`src/rtl/fir_mac_sched_pkg.sv`:
```
// Shared types and default parameters for the FIR MAC sequencer.
package fir_mac_sched_pkg;

  localparam int DEF_NUM_PHASES = 4;
  localparam int DEF_PH_W       = 2;
  localparam int DEF_PIPE_DELAY = 6;
  localparam int DEF_CTR_PHASE  = 3;

  typedef enum logic {
    IDLE  = 1'b0,
    ISSUE = 1'b1
  } state_t;

  // Frame markers carried alongside each MAC issue slot.
  typedef struct packed {
    logic valid;
    logic first;
    logic last;
    logic ctr;
  } ctl_t;

endpackage

```
`src/rtl/fir_mac_sched_if.sv`:
```
// Control/status bundle between the sample-rate side and the MAC sequencer.
// Optional: FIR_MAC_SCHED_DROP_CNT_EN adds the drop_cnt status field.
interface fir_mac_sched_if
  import fir_mac_sched_pkg::*;
#(
  parameter int PH_W = DEF_PH_W
) ();

  logic            sam_en;
  logic            run;
  logic            ovr_clr;
  logic [PH_W-1:0] tap_sel;
  logic            ctr_sel;
  logic            acc_clr;
  logic            acc_en;
  logic            out_valid;
  logic            busy;
  logic            overrun;
`ifdef FIR_MAC_SCHED_DROP_CNT_EN
  logic [7:0]      drop_cnt;
`endif

  modport master (
    output sam_en, run, ovr_clr,
    input  tap_sel, ctr_sel, acc_clr, acc_en, out_valid, busy, overrun
`ifdef FIR_MAC_SCHED_DROP_CNT_EN
    , input drop_cnt
`endif
  );

  modport slave (
    input  sam_en, run, ovr_clr,
    output tap_sel, ctr_sel, acc_clr, acc_en, out_valid, busy, overrun
`ifdef FIR_MAC_SCHED_DROP_CNT_EN
    , output drop_cnt
`endif
  );

endinterface

```
`src/rtl/fir_mac_sched_ctl_delay_line.sv`:
```
// Fixed-depth shift register that aligns frame markers with the MAC datapath latency.
module ctl_delay_line
  import fir_mac_sched_pkg::*;
#(
  parameter int DEPTH = DEF_PIPE_DELAY
) (
  input  logic clk,
  input  logic reset_n,
  input  ctl_t din,
  output ctl_t dout,
  output logic any_valid
);

  ctl_t stage_q [DEPTH];
  ctl_t stage_d [DEPTH];

  // Each stage takes the previous one; stage 0 takes the issue-stage markers.
  always_comb begin
    stage_d[0] = din;
    for (int i = 1; i < DEPTH; i++) stage_d[i] = stage_q[i-1];
  end

  // Stage registers, cleared on reset so an aborted frame leaves no trace.
  always_ff @(posedge clk or negedge reset_n) begin
    if (!reset_n) begin
      for (int i = 0; i < DEPTH; i++) stage_q[i] <= '0;
    end else begin
      for (int i = 0; i < DEPTH; i++) stage_q[i] <= stage_d[i];
    end
  end

  // Any slot still in flight keeps the sequencer reporting busy.
  always_comb begin
    any_valid = 1'b0;
    for (int i = 0; i < DEPTH; i++) any_valid = any_valid | stage_q[i].valid;
  end

  assign dout = stage_q[DEPTH-1];

endmodule

```
`src/rtl/fir_mac_sched.sv`:
```
// Time-shared FIR MAC sequencer: steps tap_sel per sample strobe and drives the accumulator.
// Optional: FIR_MAC_SCHED_DROP_CNT_EN adds a saturating count of dropped strobes.
module fir_mac_sched
  import fir_mac_sched_pkg::*;
#(
  parameter int NUM_PHASES = DEF_NUM_PHASES,
  parameter int PH_W       = DEF_PH_W,
  parameter int PIPE_DELAY = DEF_PIPE_DELAY,
  parameter int CTR_PHASE  = DEF_CTR_PHASE
) (
  input logic             clk,
  input logic             reset_n,
  fir_mac_sched_if.slave  bus
);

  localparam logic [PH_W-1:0] LAST_PH = PH_W'(NUM_PHASES - 1);
  localparam logic [PH_W-1:0] CTR_PH  = PH_W'(CTR_PHASE);

  state_t          state_q, state_d;
  logic [PH_W-1:0] tap_sel_q, tap_sel_d;
  logic            pending_q, pending_d;
  logic            overrun_q, overrun_d;
  logic            out_valid_q, out_valid_d;
  ctl_t            issue_q, issue_d;
  logic            start;
  logic            drop;
  ctl_t            pipe_out;
  logic            pipe_busy;
  logic            unused_pipe_ctr;

  // Next-state: frame start/advance, one-deep strobe queue, drop detection.
  always_comb begin
    state_d   = state_q;
    tap_sel_d = tap_sel_q;
    pending_d = pending_q;
    issue_d   = '0;
    start     = 1'b0;
    drop      = 1'b0;
    case (state_q)
      IDLE: begin
        if ((bus.sam_en | pending_q) & bus.run) start = 1'b1;
      end
      ISSUE: begin
        if (tap_sel_q != LAST_PH) begin
          tap_sel_d     = tap_sel_q + PH_W'(1);
          issue_d.valid = 1'b1;
          if (bus.sam_en) begin
            if (pending_q) drop = 1'b1;
            else           pending_d = 1'b1;
          end
        end else if ((bus.sam_en | pending_q) & bus.run) begin
          start = 1'b1;
        end else begin
          state_d = IDLE;
          if (bus.sam_en) begin
            if (pending_q) drop = 1'b1;
            else           pending_d = 1'b1;
          end
        end
      end
      default: state_d = IDLE;
    endcase
    // A strobe arriving alongside a consumed pending one becomes the new pending.
    if (start) begin
      state_d       = ISSUE;
      tap_sel_d     = '0;
      pending_d     = pending_q & bus.sam_en;
      issue_d.valid = 1'b1;
      issue_d.first = 1'b1;
    end
    issue_d.last = issue_d.valid & (tap_sel_d == LAST_PH);
    issue_d.ctr  = issue_d.valid & (tap_sel_d == CTR_PH);
    overrun_d    = drop | (overrun_q & ~bus.ovr_clr);
    out_valid_d  = pipe_out.last;
  end

  // Sequencer registers; all outputs come straight from these flops.
  always_ff @(posedge clk or negedge reset_n) begin
    if (!reset_n) begin
      state_q     <= IDLE;
      tap_sel_q   <= '0;
      pending_q   <= 1'b0;
      overrun_q   <= 1'b0;
      out_valid_q <= 1'b0;
      issue_q     <= '0;
    end else begin
      state_q     <= state_d;
      tap_sel_q   <= tap_sel_d;
      pending_q   <= pending_d;
      overrun_q   <= overrun_d;
      out_valid_q <= out_valid_d;
      issue_q     <= issue_d;
    end
  end

  ctl_delay_line #(
    .DEPTH(PIPE_DELAY)
  ) u_ctl_delay (
    .clk       (clk),
    .reset_n   (reset_n),
    .din       (issue_q),
    .dout      (pipe_out),
    .any_valid (pipe_busy)
  );

  // The delayed centre marker travels with the frame but the accumulator has no use for it.
  assign unused_pipe_ctr = pipe_out.ctr;

  assign bus.tap_sel   = tap_sel_q;
  assign bus.ctr_sel   = issue_q.ctr;
  assign bus.acc_clr   = pipe_out.first;
  assign bus.acc_en    = pipe_out.valid;
  assign bus.out_valid = out_valid_q;
  assign bus.busy      = (state_q != IDLE) | pipe_busy;
  assign bus.overrun   = overrun_q;

`ifdef FIR_MAC_SCHED_DROP_CNT_EN
  logic [7:0] drop_cnt_q, drop_cnt_d;

  // Saturating drop count; a drop coinciding with a clear restarts the count at 1.
  always_comb begin
    drop_cnt_d = bus.ovr_clr ? 8'd0 : drop_cnt_q;
    if (drop) begin
      if (bus.ovr_clr)              drop_cnt_d = 8'd1;
      else if (drop_cnt_q != 8'hFF) drop_cnt_d = drop_cnt_q + 8'd1;
    end
  end

  // Drop counter register.
  always_ff @(posedge clk or negedge reset_n) begin
    if (!reset_n) drop_cnt_q <= 8'd0;
    else          drop_cnt_q <= drop_cnt_d;
  end

  assign bus.drop_cnt = drop_cnt_q;
`endif

endmodule

```
`src/flat_wrapper.sv`:
```
// flat-port wrapper written by rule: the top's interface ports become plain ports
module fir_mac_sched_flat import fir_mac_sched_pkg::*;
#(
  parameter int NUM_PHASES = DEF_NUM_PHASES,
  parameter int PH_W       = DEF_PH_W,
  parameter int PIPE_DELAY = DEF_PIPE_DELAY,
  parameter int CTR_PHASE  = DEF_CTR_PHASE
)
  (clk, reset_n, bus_sam_en, bus_run, bus_ovr_clr, bus_tap_sel, bus_ctr_sel, bus_acc_clr, bus_acc_en, bus_out_valid, bus_busy, bus_overrun);
  fir_mac_sched_if #(.PH_W(PH_W)) bus_i ();
  input logic clk;
  input logic reset_n;
  input wire logic [$bits(bus_i.sam_en)-1:0] bus_sam_en;
  input wire logic [$bits(bus_i.run)-1:0] bus_run;
  input wire logic [$bits(bus_i.ovr_clr)-1:0] bus_ovr_clr;
  output wire logic [$bits(bus_i.tap_sel)-1:0] bus_tap_sel;
  output wire logic [$bits(bus_i.ctr_sel)-1:0] bus_ctr_sel;
  output wire logic [$bits(bus_i.acc_clr)-1:0] bus_acc_clr;
  output wire logic [$bits(bus_i.acc_en)-1:0] bus_acc_en;
  output wire logic [$bits(bus_i.out_valid)-1:0] bus_out_valid;
  output wire logic [$bits(bus_i.busy)-1:0] bus_busy;
  output wire logic [$bits(bus_i.overrun)-1:0] bus_overrun;
  assign bus_i.sam_en = bus_sam_en;
  assign bus_i.run = bus_run;
  assign bus_i.ovr_clr = bus_ovr_clr;
  assign bus_tap_sel = bus_i.tap_sel;
  assign bus_ctr_sel = bus_i.ctr_sel;
  assign bus_acc_clr = bus_i.acc_clr;
  assign bus_acc_en = bus_i.acc_en;
  assign bus_out_valid = bus_i.out_valid;
  assign bus_busy = bus_i.busy;
  assign bus_overrun = bus_i.overrun;
  fir_mac_sched #(.NUM_PHASES(NUM_PHASES), .PH_W(PH_W), .PIPE_DELAY(PIPE_DELAY), .CTR_PHASE(CTR_PHASE)) u_core (.clk(clk), .reset_n(reset_n), .bus(bus_i));
endmodule
```
`config.mk`:
```
export PLATFORM = sky130hd
export DESIGN_NAME = fir_mac_sched_flat
export DESIGN_NICKNAME = d
export VERILOG_FILES = /design/src/rtl/fir_mac_sched_pkg.sv /design/src/rtl/fir_mac_sched_if.sv /design/src/rtl/fir_mac_sched_ctl_delay_line.sv /design/src/rtl/fir_mac_sched.sv /design/src/flat_wrapper.sv
export SDC_FILE = /design/constraint.sdc
export NUM_CORES = 1
export LEC_CHECK = 0
export CAP_MARGIN = 20
export CORE_UTILIZATION = 25
export DETAILED_ROUTE_END_ITERATION = 6
export GPL_TIMING_DRIVEN = 1
export PLACE_DENSITY = 0.39
export SETUP_SLACK_MARGIN = 0.2
export SLEW_MARGIN = 0
export SYNTH_ARGS = -nofsm -noshare
export SYNTH_HDL_FRONTEND = slang
export SYNTH_SLANG_ARGS = --single-unit
```
`constraint.sdc`:
```
create_clock -name clk -period 2.6 [get_ports clk]
set_input_delay 0.39 -clock clk [delete_from_list [all_inputs] [get_ports clk]]
set_output_delay 0.39 -clock clk [all_outputs]
set_load 0.1 [all_outputs]
```
* Word level (Yosys, flattened, before mapping)
Index checks and enable logic that the tools add are counted.
** Word-level totals
- Flip-flop bits (word level) :: 27
- Input bits :: 5
- Output and inout port bits :: 8
- Word-level logic and storage cells :: 68
** Operators by class
- Add/subtract/negate cells :: 1
- Eq/ne operators :: 3
- Muxes and demuxes :: 22
- Bitwise gates (word level) :: 14
- Reductions and logical operators :: 2
** Operators by type and width (number)
- two-way mux 1 bit :: 17
- two-way mux 2 bit :: 4
- bitwise OR 1 bit :: 8
- bitwise AND 1 bit :: 4
- inequality test 3 x 1 -> 1 bit (second input constant) :: 1
- adder 2 x 1 -> 2 bit (second input constant) :: 1
- equality test 2 bit (second input constant) :: 1
- inequality test 2 bit (second input constant) :: 1
- inverter 1 bit :: 2
- case mux 1 bit (2 select lines) :: 1
- AND reduction 2 bit :: 1
- nonzero test 2 bit :: 1

* Longest topological paths before layout
Gate-level depths: netlist of the first run.
- Depth in word-level cells :: 8
- Gate-level depth with buffers :: 3

* By module
Synthesis of the first run repeated with hierarchy kept, for this count alone.
** Second synthesis, totals
- Cell total of the unflattened synthesis :: 56
- Area, all modules :: 974.7 µm²
** By module, submodules not included
- ctl_delay_line :: instances 1, cells an instance 27, area each 614.3 µm², seq. area each 600.6 µm²
- fir_mac_sched :: instances 1, cells an instance 29, area each 360.3 µm², seq. area each 225.2 µm²

* Worst setup path before layout of the first run
No wires, ideal clock.
- Path kind :: flip-flop to output port
- From :: register, netlist name u_core.u_ctl_delay.dout[3]
- To :: output bus_busy
- Arrival :: 1.671 ns
- Required time :: 2.210 ns
- Path slack :: 0.539 ns
- Stages on the path, launching flop included :: 3
- Path buffers :: 0
- Cells stage by stage :: dfrtp_1 > nor4_1 > nand2_1
** On the way
- Word-level cells in the longest chain between the ends :: 2
** RTL lines
- bitwise OR 1 bit :: line fir_mac_sched_ctl_delay_line.sv:35 : for (int i = 0; i < DEPTH; i++) any_valid = any_valid | stage_q[i].valid;
- bitwise OR 1 bit :: line fir_mac_sched.sv:114 : assign bus.busy = (state_q != IDLE) | pipe_busy;
- to (decl) :: line flat_wrapper.sv:21 : output wire logic [$bits(bus_i.busy)-1:0] bus_busy;
No other way between the ends.

* Worst setup path after layout of the first run
- From :: register u_core.state_q
- To :: output bus_busy
** On the way
- Word-level cells in the longest chain between the ends :: 1
** RTL lines
- from (decl) :: line fir_mac_sched.sv:19 : state_t state_q, state_d;
- from (signal assigned) :: line fir_mac_sched.sv:87 : state_q <= state_d;
- bitwise OR 1 bit :: line fir_mac_sched.sv:114
No other way between the ends.

==> impl_metrics.ini, run 1 <==
[timing]
slew_headroom = 0.779
worstMarginPinSlew_ps = 332
fin_worst_skew_ps = 10.1
hold_viol_final = 0
setup_viol = 0
setup-tns-final_ps = 0
whs_ps = 364
layout_min_cycle_time_ps = 1760
slew_violations = 0
fmax_mhz = 569
final.setup.worst_slack_ps = 841
fin_crit_sh = 0.676
rsz0062_at_grt = false

[setup_path]
start_kind = flip-flop
rrSetupSlack_ps = 1610
r2r_start = u_core.bus.tap_sel[0]
crit_start = u_core.state_q
cp_data_required_time_ps = 2210
cp-end-kind = primary output
worstPathArrival_ps = 1370
critical_path_class = reg2out
crit_fanout = 7
rr_worst_depth = 3

[synthesis]
syn-cell-area_um2 = 807
synth_top_area_cell = dfrtp_1
ys_ff_latch = 27
syn_inst = 51
synth_area_per_cell_um2 = 15.8
synth_compound_gate_area_share = 0.0713
yosys-top-cells-area = dfrtp_1 84%, nand2_1 2.3%, o21ai_0 1.9%
synth_top_area_share = 0.837
synthDistinctLibCells = 16
synthAdderAreaFrac = 0
synth_mux_area_frac = 0
synth_top_family_by_area = compound AO/OA/AOI/OAI gates
yosys.area_share.simple = 0.0667
synth_nets = 56
yosysSeqAreaShare = 0.837
synth_warnings = 0
synthXorXnorAreaFrac = 0.0109

[die]
die_width_um = 58.8
core_area_mm2 = 0.00305
die_h_um = 58.8
die_area_mm2 = 0.00346
fp-row-count = 20
ios = 13
start_util = 0.264

[route]
antenna_left = 0
drc = 0
first_pass_iters = 4
num_vias = 435
detail_route.iter0.violations = 11
wl_per_cell_um = 9.44
totalWireLength_um = 1060
viasPerCell = 3.88

[clock_network]
clk_latency_ps = 310
clockBufferDepth = 2
cts_made_buffers = 3
clk_pin_slew_ps = 130
cts_root_buffer = clkbuf_4
cts_sinks = 27
post_cts_buffers = 0
cts_tree = yes
cts_max_level = 1
post_cts_resized = 0
hold_buffers = 0

[layout]
nets = 74
post-route-util = 0.327
area_growth_pct = 23.6
diodes = 0
n_fill_cell = 320
drive_gt1_frac = 0.235

[min_path]
holdPathStages = 0
hp-class = reg2reg
hold_path.startpoint = u_core.u_ctl_delay.stage_d[6]

[global_routing]
track_usage = 0.0780
grt_start_max_net_pins = 28
grt_pass1_vias = 420
antenna_found_initial = 0
overflow = 0
grt_first_pass_wirelength_um = 1900

[placed_design]
io_buffers = 12
dp_slack_ps = 1150
place.gp.congestion = 0.716
post-dp-hpwl_um = 702

[status]
outcome = completed

[flow_run]
maxCapViolCount = 0
[sequential cells by signal, summed over array words and instances, names as in the netlist]
signal / cells
u_core.u_ctl_delay.stage_d: 15
u_core.issue_q: 3
u_core.u_ctl_delay.dout: 3
u_core.bus.tap_sel: 2
u_core.bus.out_valid: 1
u_core.bus.overrun: 1
u_core.pending_q: 1
u_core.state_q: 1
[worst paths after layout]
| path | endpoint |
|---|---|
| worst min-delay path | u_core.u_ctl_delay.stage_d[2] |
| worst max-delay path | bus_busy |
| max in group asynchronous | u_core.u_ctl_delay.stage_d[7] |
| worst min register to register | u_core.u_ctl_delay.stage_d[2] |
| min in group asynchronous | u_core.u_ctl_delay.dout[1] |
| worst max register to register | u_core.bus.overrun |
[area by class of cell]
cell class              count  area, um^2  area share
flip-flops and latches     27         676       0.678
multi-input cells          21         120       0.120
repair buffers             13         108       0.108
well taps                  44        55.1      0.0552
clock buffers               3        22.5      0.0226
inverters                   3        11.3      0.0113
clock inverters             1        5.00     0.00502
[through the flow]
step,cell area (um^2),instances
6_report,997,112
5_1_grt,997,112
4_1_cts,997,112
3_5_place_dp,970,108
3_3_place_gp,970,108
2_1_floorplan,807,51
[Yosys cell counts, drive strengths merged]
| library cell | number |
|---|---|
| dfrtp | 27 |
| nand2 | 6 |
| o21ai | 5 |
| inv | 3 |
| nand3 | 2 |
| o211ai | 2 |
| a21oi | 1 |
| nor3 | 1 |
| nor3b | 1 |
| nor4 | 1 |
| o2111ai | 1 |
| xnor2 | 1 |
[kinds of logic (layout without fill, tap and decap cells)]
family                    Yosys count  after routing
DFF                                27             27
and+or+nand+nor                    11             11
AOI/OAI and AO/OA                   9              9
buffers and inverters               3             20
xor gates and xnor gates            1              1
[placed cells by master, fill, tap and decap left out]
master,synthesis,layout
nor4_1,1,1
a21oi_1,1,1
o21ai_1,1,1
nand3_1,2,2
inv_2,1,1
xnor2_1,1,1
o211ai_1,2,2
o21ai_2,1,1
clkbuf_4,0,3
nand2_2,1,1
nor3_1,1,1
o21ai_0,3,3
nor3b_1,1,1
dfrtp_1,27,27
clkinv_2,0,1
nand2_1,5,5
clkdlybuf4s50_1,0,4
inv_1,2,2
buf_4,0,9
o2111ai_1,1,1
[per-layer routing]
layer | GRT usage | wire, um
met1 | 0.106 | 532
met2 | 0.101 | 451
met3 | 0.0264 | 64
met4 | 0.0612 | 9
met5 | 0 | 0
[worst max-delay path: stages, from the launching register on]
cell and delay [ps]:
dfrtp_1 490, nor3_1 250, nand2_1 90, buf_4 240
Power of run 1 is not shown: default switching activity piles up to over one toggle a cycle in this logic, so the estimate is an artifact.
==> run 2: changes to the inputs <==
==> constraint.sdc (replaced) <==
create_clock -name clk -period 1.63 [get_ports clk]
set_input_delay 0.2445 -clock clk [delete_from_list [all_inputs] [get_ports clk]]
set_output_delay 0.2445 -clock clk [all_outputs]
set_load 0.1 [all_outputs]
==> impl_metrics.ini, run 2 (synthesized netlist as in run 1, its figures left out) <==
[layout]
drive_gt1_frac = 0.333
area_growth_pct = 40.0
layout_commonest_cell = dfrtp_1
diodes = 0
largest_reg_flops = 15
nets = 75
finalInstanceArea_mm2 = 0.00113
n_fill_cell = 316
layout_common_cells = 23 x dfrtp_1, 8 x buf_12, 4 x nand2_1, 4 x clkdlybuf4s50_1, 4 x dfrtp_2

[route]
wl_per_cell_um = 9.81
num_vias = 444
viasPerCell = 3.93
totalWireLength_um = 1110
drc = 0
antenna_left = 0
first_pass_iters = 2
detail_route.iter0.violations = 6

[die]
die_h_um = 58.8
die_width_um = 58.8
fp-row-count = 20
die_area_mm2 = 0.00346
core_area_mm2 = 0.00305
start_util = 0.264
ios = 13

[timing]
fmax_mhz = 631
final.setup.worst_slack_ps = 45.7
setup-tns-final_ps = 0
hold_viol_final = 0
rsz0062_at_grt = true
fin_crit_sh = 0.972
slew_violations = 0
fin_worst_skew_ps = 2.61
setup_viol = 0
worstMarginPinSlew_ps = 326
layout_min_cycle_time_ps = 1580
slew_headroom = 0.783

[placed_design]
placed_cell_area_mm2 = 0.00108
post-dp-hpwl_um = 728
dp_slack_ps = 344
place.gp.congestion = 0.678
io_buffers = 12

[setup_path]
rrSetupSlack_ps = 690
worstPathCellList = nor4_4 > nand2_2 > buf_12
crit_fanout = 2
cp-end-kind = primary output
max_stage_delay_ps = 470
slowest_stage = dfrtp_2
cp_data_required_time_ps = 1390
crit_family = flip-flops
critical_path_class = reg2out
cp_num_buf_inv = 1
start_kind = flip-flop
worstPathArrival_ps = 1340

[clock_network]
clockBufferDepth = 2
clk_pin_slew_ps = 140
cts_tree = yes
cts_made_buffers = 3
clk_latency_ps = 320
cts_max_level = 1
cts_sinks = 27
cts_root_buffer = clkbuf_4

[global_routing]
antenna_found_initial = 0
overflow = 0
grt_pass1_vias = 444
grt_first_pass_wirelength_um = 1950
track_usage = 0.0809
grt_start_max_net_pins = 28

[min_path]
hp-class = in2async

[flow_run]
maxCapViolCount = 0

[status]
outcome = completed
[run 2: cell types whose count changed in the layout (fill, tap and decap cells not counted)]
cell        delta
buf_12         +8
buf_4          -7
clkinv_2       -1
clkinvlp_4     +1
dfrtp_1        -4
dfrtp_2        +4
nand2_1        -1
nand2_2        +1
nor4_1         -1
nor4_4         +1
[run 2: cell type report]
cell class	instances	area, um^2	share of cell area
Timing Repair Buffer	14	215	0.190
Inverter	3	11.3	0.00997
Clock buffer	3	22.5	0.0199
Tap cell	44	55.1	0.0487
Multi-Input combinational cell	21	138	0.122
Sequential cell	27	681	0.602
Clock inverter	1	7.51	0.00664
[run 2: timing repair]
item,in CTS,in global routing
pin swaps,0,1
gates resized for setup,2,1
hold buffers,0,0
buffers inserted,1,0
setup endpoints to repair,1,1
[run 2: worst paths after layout]
kind / startpoint / cells past startpoint / endpoint
max: u_core.u_ctl_delay.dout[3] / 3 / bus_busy
min: reset_n / 2 / u_core.bus.out_valid
max reg2reg: u_core.bus.tap_sel[1] / 3 / u_core.bus.overrun
min reg2reg: u_core.issue_q[2] / 0 / u_core.u_ctl_delay.stage_d[18]
max in group asynchronous: reset_n / 2 / u_core.state_q
min in group clk: u_core.issue_q[2] / 0 / u_core.u_ctl_delay.stage_d[18]
[run 2: per-layer routing]
layer | up-vias | global-route usage | part of all wire
met5 | - | 0 | 0
met3 | 4 | 0.0462 | 0.069
met4 | 0 | 0.0408 | 0.017
met2 | 13 | 0.125 | 0.48
li1 | 208 | - | -
met1 | 219 | 0.0887 | 0.43
[run 2: worst register-to-register path: cells and delay by family (launching register included)]
kind,cells,cell delay (ps)
AND/OR/NAND/NOR,1,100
flip-flops,1,470
AO/OA/AOI/OAI,2,260
[run 2: stage by stage]
step | util | std cells | hold slack (ps)
floorplan | - | 51 | -51.1
global placement | 0.352 | 108 | 335
detailed placement | 0.352 | 108 | 335
CTS | 0.367 | 113 | 277
global route | 0.370 | 113 | 282
finish | 0.370 | 113 | 267
Power of run 2 is left out for the same reason.
==> patch, RTL diff (config.mk and constraints of run 2) <==
Set the package constant `DEF_PH_W` to 3 (it was 2).
--- a/src/rtl/fir_mac_sched_pkg.sv
+++ b/src/rtl/fir_mac_sched_pkg.sv
@@ -2,7 +2,7 @@
 package fir_mac_sched_pkg;
 
   localparam int DEF_NUM_PHASES = 4;
-  localparam int DEF_PH_W       = 2;
+  localparam int DEF_PH_W       = 3;
   localparam int DEF_PIPE_DELAY = 6;
   localparam int DEF_CTR_PHASE  = 3;
 
Ports: changed (resized bus_tap_sel); port bits go from 13 to 14. The function was not compared with the original's and may differ.
==> patch against run 2 <==
Setup slack better by 0.041 ns. Global-route usage down 0.14 points. Hold slack gained 0.013 ns. Routed wire length grew 17%. Cell area up 9.9%. Area after synthesis grew 10%. Utilization down 0.10 points. Sequential cell count grew 1. Largest cell class unchanged. Highest routed layer is now met3.
Power is left out: the tool's default activity adds up to more than one toggle a clock period on the data nets, which glitch-free logic cannot reach.
==> patch: results (changes against run 2) <==
The logs give 7.94% (was 8.09%) for the overall global routing resource usage and 78.7% (was 83.7%) for the part of the Yosys area used for sequential elements. The tools report the number of nets produced by synthesis as 64 (was 56). For the routed via count, the log shows 474 (was 444). The standard cell with the maximum stage delay on the critical path is sky130_fd_sc_hd__dfrtp_1 (was sky130_fd_sc_hd__dfrtp_2). Internal reg-to-reg setup slack: 0.29 ns (was 0.69 ns). The via density per instance was 3.89 (was 3.93); the fraction of synthesis flops using an asynchronous set or reset pin was 100% (unchanged). The minimum setup slack in the final design was 0.0863 ns (was 0.0457 ns). Area contributors post-synth: sky130_fd_sc_hd__dfrtp_1, sky130_fd_sc_hd__o21ai_2, sky130_fd_sc_hd__nor2b_4, sky130_fd_sc_hd__ha_1, sky130_fd_sc_hd__inv_1 (was sky130_fd_sc_hd__dfrtp_1, sky130_fd_sc_hd__nand2_1, sky130_fd_sc_hd__o21ai_0, sky130_fd_sc_hd__o211ai_1, sky130_fd_sc_hd__nand3_1). The number of DRC violations after detailed-routing iteration 0 was 12 (was 6); the global-route wire length before repair was 2130 um (was 1950 um). The run finished with clean final reports. The largest net degree at the start of global routing is 29 (was 28). The maximum clock insertion buffer count was 2 (unchanged); the distinct cell type count of the synthesized netlist was 22 (was 16). Arrival time reported for the critical path endpoint: 1.30 ns (was 1.34 ns). The worst clock skew on the final layout is 0.00117 ns (was 0.00261 ns). Top post-synthesis cells by count: sky130_fd_sc_hd__dfrtp_1, sky130_fd_sc_hd__inv_1, sky130_fd_sc_hd__nand2_1 (was sky130_fd_sc_hd__dfrtp_1, sky130_fd_sc_hd__nand2_1, sky130_fd_sc_hd__o21ai_0). The post-synthesis area per instance is 15.4 um2 (was 15.8 um2). The run gives 462 (was 444) as the via count of the first global-routing pass. The count of placed standard cells including taps was 117 (was 108). The beginning of the critical path is u_core.u_ctl_delay.stage_d[11] (was u_core.u_ctl_delay.dout[3]).

The tools report the number of antenna cells inserted as 0 (unchanged). The run gives 0.714 (was 0.678) as the placer congestion estimate. The number of buffers inserted by port buffering is 13 (was 12). The logs give 1240 um2 (was 1130 um2) for the total non-filler cell area in the finished layout and 1300 um (was 1110 um) for the final routed wirelength across all metal layers. For the minimum hold slack, the log shows 0.280 ns (was 0.267 ns). The source of the worst register-to-register timing path is u_core.bus.tap_sel[0] (was u_core.bus.tap_sel[1]). The run gives 869 um (was 728 um) as the placed wire-length estimate.

The depth of the most critical reg-to-reg path is 4 (was 3). The count of fill cells added during filler insertion is 357 (was 316), and the ratio of cells with drive above 1 in the final layout is 38.2% (was 33.3%). The peak per-stage delay on the critical path is 0.43 ns (was 0.47 ns), and the slew at the pin closest to its max-slew limit is 0.352 ns (was 0.326 ns). The run gives 0.311 ns (was 0.344 ns) as the worst setup slack before clock tree synthesis.
==> patch: cell count changes after synthesis, sizes merged, moves of 2 or more <==
cell and change:
nand2 -3, nor2 +2, nor2b +2, o211ai -2
==> patch: timing repair <==
| item | in CTS | in global routing |
|---|---|---|
| resized for setup | 2 | 1 |
| endpoints found under the setup margin | 1 | 1 |
| setup buffers | 1 | 0 |
| hold buffers | 0 | 0 |
| cloned | 0 | 0 |
==> patch: area by class of cell <==
class,count,share of cell area [%]
clock buffers,4,2.92
inverters,4,1.21
flip-flops and latches,28,57.4
repair buffers,15,19.0
multi-input cells,25,14.9
well taps,46,4.64
==> patch: logic make-up after synthesis <==
kind of cell	Yosys count	synth area share [%]
simple gates	13	9.41
buf+inv	5	2.53
fa+ha+maj	1	1.40
compound gates	11	8.01
flops	28	78.7
==> patch: per-layer routing <==
metal  share of wire, %  track usage [%]
met1                 52             11.4
met2                 44             10.8
met3                4.2             2.48
met4                  0             3.81
met5                  0                0
